[src/rtl/ysyx_22041405_wbu_pkg.sv]
// Shared widths and result-offer bundle for the writeback unit.
// Imported by the WBU top, its scoreboard and the bench.
package ysyx_22041405_wbu_pkg;

    localparam int WBU_DATA_WIDTH = 32;
    localparam int WBU_ADDR_WIDTH = 5;

    localparam logic [1:0] STARVE_MAX = 2'd3;

    typedef struct packed {
        logic                      valid;
        logic [WBU_ADDR_WIDTH-1:0] rd;
        logic [WBU_DATA_WIDTH-1:0] data;
    } wb_offer_t;

endpackage

[src/rtl/ysyx_22041405_wbu_scoreboard.sv]
// Register busy scoreboard: one bit per architectural register.
// Set wins over clear on the same index; bit 0 never goes busy.
module ysyx_22041405_scoreboard
    import ysyx_22041405_wbu_pkg::*;
#(
    parameter int ADDR_WIDTH = WBU_ADDR_WIDTH
) (
    input  logic                  clk,
    input  logic                  rst,
    input  logic                  set_en_i,
    input  logic [ADDR_WIDTH-1:0] set_idx_i,
    input  logic                  clr_en_i,
    input  logic [ADDR_WIDTH-1:0] clr_idx_i,
    input  logic [ADDR_WIDTH-1:0] q1_idx_i,
    input  logic [ADDR_WIDTH-1:0] q2_idx_i,
    input  logic [ADDR_WIDTH-1:0] q3_idx_i,
    output logic                  q1_busy_o,
    output logic                  q2_busy_o,
    output logic                  q3_busy_o
);

    localparam int NREG = 1 << ADDR_WIDTH;

    logic [NREG-1:0] busy_q;
    logic [NREG-1:0] busy_d;

    always_comb begin
        busy_d = busy_q;
        if (clr_en_i) begin
            busy_d[clr_idx_i] = 1'b0;
        end
        if (set_en_i) begin
            busy_d[set_idx_i] = 1'b1;
        end
        busy_d[0] = 1'b0;
    end

    always_ff @(posedge clk) begin
        if (rst) begin
            busy_q <= '0;
        end else begin
            busy_q <= busy_d;
        end
    end

    // Queries see registered state only; an in-flight clear is not forwarded.
    assign q1_busy_o = busy_q[q1_idx_i];
    assign q2_busy_o = busy_q[q2_idx_i];
    assign q3_busy_o = busy_q[q3_idx_i];

endmodule

[src/rtl/ysyx_22041405_wbu.sv]
// Writeback unit: arbitrates ALU/LSU results into a one-entry
// output register and tracks pending destinations for hazard stalls.
module ysyx_22041405_wbu
    import ysyx_22041405_wbu_pkg::*;
#(
    parameter int DATA_WIDTH = WBU_DATA_WIDTH,
    parameter int ADDR_WIDTH = WBU_ADDR_WIDTH
) (
    input  logic                  clk,
    input  logic                  rst,
    input  logic                  iss_valid,
    input  logic [ADDR_WIDTH-1:0] iss_rd,
    input  logic [ADDR_WIDTH-1:0] chk_rs1,
    input  logic [ADDR_WIDTH-1:0] chk_rs2,
    input  logic [ADDR_WIDTH-1:0] chk_rd,
    output logic                  stall,
    input  logic                  a_valid,
    input  logic [ADDR_WIDTH-1:0] a_rd,
    input  logic [DATA_WIDTH-1:0] a_data,
    output logic                  a_ready,
    input  logic                  b_valid,
    input  logic [ADDR_WIDTH-1:0] b_rd,
    input  logic [DATA_WIDTH-1:0] b_data,
    output logic                  b_ready,
    output logic [ADDR_WIDTH-1:0] rf_waddr,
    output logic [DATA_WIDTH-1:0] rf_wdata
);

    logic [1:0] starve_q;
    logic [1:0] starve_d;
    logic       grant_a_forced;
    logic       grant_b;

    logic [ADDR_WIDTH-1:0] out_rd_q;
    logic [ADDR_WIDTH-1:0] out_rd_d;
    logic [DATA_WIDTH-1:0] out_data_q;
    logic [DATA_WIDTH-1:0] out_data_d;

    logic sb_set;
    logic sb_clr;
    logic busy_rs1;
    logic busy_rs2;
    logic busy_rd;

    // B wins unless A has been starved long enough to force a grant.
    assign grant_a_forced = a_valid & (starve_q == STARVE_MAX);
    assign grant_b        = b_valid & !grant_a_forced;

    assign a_ready = !rst & a_valid & !grant_b;
    assign b_ready = !rst & b_valid & !grant_a_forced;

    always_comb begin
        starve_d = 2'd0;
        if (a_valid && !a_ready) begin
            starve_d = starve_q + 2'd1;
        end
    end

    always_ff @(posedge clk) begin
        if (rst) begin
            starve_q <= 2'd0;
        end else begin
            starve_q <= starve_d;
        end
    end

    always_comb begin
        out_rd_d   = '0;
        out_data_d = '0;
        if (b_ready) begin
            out_rd_d   = b_rd;
            out_data_d = b_data;
        end else if (a_ready) begin
            out_rd_d   = a_rd;
            out_data_d = a_data;
        end
        // x0 writes are squashed so the unconditional RF write is harmless.
        if (out_rd_d == '0) begin
            out_data_d = '0;
        end
    end

    always_ff @(posedge clk) begin
        if (rst) begin
            out_rd_q   <= '0;
            out_data_q <= '0;
        end else begin
            out_rd_q   <= out_rd_d;
            out_data_q <= out_data_d;
        end
    end

    // Gating with rst drops a captured result if reset lands mid-commit.
    assign rf_waddr = rst ? '0 : out_rd_q;
    assign rf_wdata = rst ? '0 : out_data_q;

    assign sb_set = !rst & iss_valid & (iss_rd != '0);
    assign sb_clr = !rst & (out_rd_q != '0);

    ysyx_22041405_scoreboard #(
        .ADDR_WIDTH(ADDR_WIDTH)
    ) u_sb (
        .clk       (clk),
        .rst       (rst),
        .set_en_i  (sb_set),
        .set_idx_i (iss_rd),
        .clr_en_i  (sb_clr),
        .clr_idx_i (out_rd_q),
        .q1_idx_i  (chk_rs1),
        .q2_idx_i  (chk_rs2),
        .q3_idx_i  (chk_rd),
        .q1_busy_o (busy_rs1),
        .q2_busy_o (busy_rs2),
        .q3_busy_o (busy_rd)
    );

    assign stall = !rst & (busy_rs1 | busy_rs2 | busy_rd);

endmodule
[config.mk]
export PLATFORM = sky130hd
export DESIGN_NAME = ysyx_22041405_wbu
export DESIGN_NICKNAME = d
export VERILOG_FILES = /design/src/rtl/ysyx_22041405_wbu_pkg.sv /design/src/rtl/ysyx_22041405_wbu_scoreboard.sv /design/src/rtl/ysyx_22041405_wbu.sv
export SDC_FILE = /design/constraint.sdc
export NUM_CORES = 1
export LEC_CHECK = 0
export CELL_PAD_IN_SITES_DETAIL_PLACEMENT = 0
export CELL_PAD_IN_SITES_GLOBAL_PLACEMENT = 2
export CORE_AREA = 3 3 129 131
export CTS_CLUSTER_DIAMETER = 40
export DETAILED_ROUTE_END_ITERATION = 10
export DIE_AREA = 0 0 132 134
export HOLD_SLACK_MARGIN = 0.03
export PLACE_DENSITY_LB_ADDON = 0.1
export SYNTH_ARGS = -nofsm -noshare
export SYNTH_HDL_FRONTEND = slang
export SYNTH_HIERARCHICAL = 1
export SYNTH_SLANG_ARGS = --single-unit
export TNS_END_PERCENT = 100
[constraint.sdc]
create_clock -name clk -period 2.4 [get_ports clk]
set_input_delay 0.48 -clock clk [delete_from_list [all_inputs] [get_ports clk]]
set_output_delay 0.48 -clock clk [all_outputs]
set_load 0.01 [all_outputs]
======== Word level (Yosys, flattened, before mapping) ========
Index checks and enable logic that the tools add are counted.
storage, ports and cells
  register bits after elaboration ......... 71
  bits of input ports ..................... 99
  output and inout bits ................... 40
  word-level logic and storage cells ...... 60
operators by class
  add/sub/neg operators ................... 1
  magnitude comparators ................... 7
  eq/ne operators ......................... 1
  mux-type cells .......................... 18
  bitwise gates (word level) .............. 16
  reduce and logical (&&, ||, !) cells .... 12
operators with widths
  operator                                                                              number
  32-bit 2-to-1 mux                                                                     5
  32-bit AND                                                                            1
  32-bit NOT                                                                            1
  32-bit OR                                                                             1
  5-bit by 6-bit less-than comparator with 1-bit output (second input constant)         5
  1-bit binary-select mux with 5-bit select                                             3
  5-bit 2-to-1 mux                                                                      3
  1-bit AND                                                                             10
  1-bit demux with 5-bit select                                                         2
  5-bit by 1-bit greater-or-equal comparator with 1-bit output (second input constant)  2
  5-bit nonzero test                                                                    2
  5-bit zero test                                                                       1
  1-bit 2-to-1 mux                                                                      5
  1-bit zero test                                                                       4
  2-bit OR reduction                                                                    2
  1-bit logical AND                                                                     3
  2-bit by 1-bit adder with 2-bit output (second input constant)                        1
  2-bit == test (second input constant)                                                 1
  1-bit OR                                                                              2
  1-bit NOT                                                                             1

======== Logic depth before layout (Yosys ltp) ========
  word-level depth ........................ 10
  mapped depth ............................ 7
  gate-level depth less buffers ........... 7

======== Hierarchy ========
Netlist, hierarchy kept.
modules (own cells, without submodules)
  module                    times used  cells an instance  area an instance (um^2)  sequential area each (um^2)
  ysyx_22041405_scoreboard  1           265                2179.6                   620.6
  ysyx_22041405_wbu         1           198                2019.4                   780.7

======== Worst setup path before layout ========
OpenSTA, ideal clock, no wires.
  kind .................................... input -> output
  start ................................... in chk_rs2[1]
  end ..................................... out stall
  arrival ................................. 1.656 ns
  required time ........................... 1.920 ns
  setup slack ............................. 0.264 ns
  stages .................................. 7
  buffers on the path ..................... 1
  cells stage by stage .................... buf_6 mux4_2 nand2b_1 o211ai_1 nand4_1 nor3_1 nor2_1
on the way
  cells in the longest elaborated chain, start to end .. 5
ends and longest elaborated chain
  item                                       RTL line                            RTL
  start, declared                            ysyx_22041405_wbu.sv:14             input logic [ADDR_WIDTH-1:0] chk_rs2,
  1-bit binary-select mux with 5-bit select  ysyx_22041405_wbu_scoreboard.sv:48  assign q2_busy_o = busy_q[q2_idx_i];
  1-bit 2-to-1 mux (not written as such)     ysyx_22041405_wbu_scoreboard.sv:48
  net busy_rs2                               ysyx_22041405_wbu.sv:42             logic busy_rs2;
  1-bit OR (2 in a row)                      ysyx_22041405_wbu.sv:117            assign stall = !rst & (busy_rs1 | busy_rs2 | busy_rd);
  1-bit AND                                  ysyx_22041405_wbu.sv:117
  end, declared                              ysyx_22041405_wbu.sv:16             output logic stall,
The timed path passes the listed nets, and every way through them passes these cells. The select of a mux whose other input is x is not followed.

======== Final worst setup path ========
  start ................................... reg u_sb.busy_q[7]
  end ..................................... out stall
on the way
  cells in the longest elaborated chain, start to end .. 5
  elaborated cells between the ends (all ways) .. 9
  those cells by class .................... mux: 6; bitwise: 3
ends and longest elaborated chain
  item                                       RTL line                            RTL
  start, declared                            ysyx_22041405_wbu_scoreboard.sv:24  logic [NREG-1:0] busy_q;
  start signal, assigned                     ysyx_22041405_wbu_scoreboard.sv:42  busy_q <= busy_d;
  1-bit binary-select mux with 5-bit select  ysyx_22041405_wbu_scoreboard.sv:48
  1-bit 2-to-1 mux (not written as such)     ysyx_22041405_wbu_scoreboard.sv:48
  net busy_rs2                               ysyx_22041405_wbu.sv:42
  1-bit OR (2 in a row)                      ysyx_22041405_wbu.sv:117
  1-bit AND                                  ysyx_22041405_wbu.sv:117
The timed path passes the listed nets, and every way through them passes these cells. The select of a mux whose other input is x is not followed.

==> impl_metrics.tcl <==
set metrics [dict create \
    outcome "finished with violations" \
    failed_checks "negative setup slack" \
    num_vias 4226 \
    die_w_um 132 \
    maxSlewViolCount 0 \
    drc 0 \
    clk_pin_slew_worst_paths_ns 0.06 \
    initial_utilization_pct 26.72 \
    antenna_found_initial 0 \
    cts_tree "built" \
    worstPathMaxFanout 4 \
    portBuffers 138 \
    drtIter0Drc 177 \
    dp_slack_ns -0.9486 \
    cp-start-kind "flop" \
    grt_pass1_wl_um 23720 \
    endpoint_kind "output pin" \
    power_per_cell_area_nw_per_um2 499.7 \
    async_reset_ff_share_pct 0 \
    syn_nets 563 \
    fin_ws_ns -0.1296 \
    rsz0062_at_grt "yes" \
    grt_pass1_vias 4437 \
    clockRootBuffer "clkbuf_16" \
    path_class "flop to output pin" \
    wl_per_cell_um 17.76 \
    core_area_um2 15710 \
    grt_start_max_net_pins 44 \
    cts_buffers 9 \
    synth_flop_cell "dfxtp_1" \
    routabilityCongestion 0.8356 \
    setup_violations 1 \
    grt_use_total_pct 16.80 \
    final_util_pct 41.17 \
    vdd_drop_max_mv 0.2490 \
    ys_ff_latch 70 \
    hold_viol 0 \
    syn_inst 463 \
    antenna_cells 0 \
    yosysSeqAreaShare_pct 33.37 \
    dp.final_hpwl_um 11120 \
    firstDrtPassIters 4 \
    clkLatencyLatePin_ns 0.34 \
    ioPinCount 139 \
    clockBufferDepth 2 \
    max_slew_margin_pct 47.07 \
    syn_area_per_cell_um2 9.069 \
    cap_violations 0 \
    viasPerCell 5.043 \
    fp.dieArea_um2 17690 \
    area_delta_synth_final_pct 54.05 \
    ctsHoldBuffers 0 \
    synth_edf_count 0 \
    synth_cell_types 38 \
    clock.fmax_ghz 0.3953 \
    fin_crit_sh_pct 105.4 \
    ant_nets 0 \
    clkSinkCount 70 \
    arrival_ns 2.05 \
    leakage_nw 2.260 \
    row_count 46 \
    nNetsFinal 717 \
    fin_skew_ns 0.005054 \
    drt_wl_total_um 14880 \
    htreeDepth 3 \
    worstPathRequired_ns 1.92 \
    syn_area_um2 4199 \
    period_minus_slack_ns 2.530 \
    grt-ovfl-total 0 \
    p_total_w 0.003232 \
    die_y_um 134 \
    hp-class "flop to flop" \
    drive_gt1_share_pct 22.99 \
    worst_pin_slew_ns 0.7910 \
    yosys_warnings 6 \
]
==> synth_stat cells, drive strengths merged (4+ instances only) <==
cell type,instances,area (um2)
o21ai,32,160.2
nor2,20,75.07
a32oi,37,331.6
nand3,14,70.07
a211oi,35,412.9
buf,21,171.4
nor3b,5,37.54
nand3b,5,37.54
mux4,9,214.0
nand2b,7,43.79
clkbuf,20,75.07
nand2,40,150.1
nor2b,41,256.5
a21oi,41,205.2
a22oi,6,45.04
o211ai,4,30.03
mux2i,27,270.3
dfxtp,70,1401
==> metrics by stage <==
stage	hold WS, ns	instances	cell area [um2]	TNS (ns)
finish	0.4169	838	6469	-0.1296
global route	0.4542	838	6469	-0.1976
CTS	0.4269	838	6441	-0.1522
detailed placement	0.4182	818	5979	-5.198
global placement	0.4058	818	5979	-3.725
floorplan	0.3964	463	4199	0
==> worst paths after layout <==
check,from,endpoint,slack [ns],cells after the start
worst min-delay path,starve_q[0]$_SDFF_PP0_,starve_q[0]$_SDFF_PP0_,0.42,1
worst max register to register,starve_q[0]$_SDFF_PP0_,out_data_q[1]$_SDFF_PP0_,0.40,7
worst min register to register,starve_q[0]$_SDFF_PP0_,starve_q[0]$_SDFF_PP0_,0.42,1
worst max-delay path,u_sb/busy_q[7]$_SDFF_PP0_,stall,-0.13,8
==> what timing repair did <==
item,CTS,global route
resized for setup,72,6
setup endpoints to repair,8,2
buffers inserted,2,0
gates cloned,2,0
pin swaps,6,4
==> sequential cells by signal, indices dropped and copies added (netlist names) <==
| signal | flops |
|---|---|
| out_data_q | 32 |
| out_rd_q | 5 |
| starve_q | 2 |
| u_sb/busy_q | 31 |
==> worst max-delay path, stage by stage (launching register included) <==
cell and delay, ns:
dfxtp_2 0.34, mux4_2 0.47, nand2b_4 0.15, o211ai_1 0.09, nand4_1 0.14, nor3_2 0.19, buf_4 0.17, nor2_2 0.04
buf_2 0.14
==> logic make-up after synthesis <==
group | after synthesis | synth area share, %
flops | 70 | 33.37
buf+inv | 44 | 6.138
simple gates | 151 | 19.13
fa+ha+maj | 1 | 0.2979
mux | 36 | 11.53
compound gates | 161 | 29.53
==> where the power goes <==
group	switching (W)	internal, W
Sequential	0.0000188	0.00120
Clock	0.000521	0.000796
Combinational	0.000321	0.000373
==> per-layer routing <==
metal	wire [um]	track usage (%)	vias to the layer above	part of all wire [%]
li1	-	-	2051	-
met1	6443	20.13	2038	43
met2	7242	28.59	119	49
met3	872	4.726	18	5.9
met4	321	6.593	0	2.2
met5	0	0	-	0
==> layout by cell type, fill, tap and decap left out, drive strengths merged, types with 20 or more instances in the layout <==
cell type	netlist	routed
dfxtp	70	70
nand2	40	40
o21ai	32	32
a32oi	37	37
a21oi	41	41
nor2	20	20
mux2i	27	27
clkdlybuf4s50	0	123
nor2b	41	41
buf	21	52
a211oi	35	35
==> final cells by class <==
class / instances / area (um2)
clock buffers: 9 / 225.2
clock inverters: 7 / 65.06
fillers: 1593 / 9244
inverters: 3 / 11.26
multi-input cells: 349 / 2668
flip-flops and latches: 70 / 1416
well taps: 216 / 270.3
repair buffers: 184 / 1813
Power figures use the tool's default switching activity.
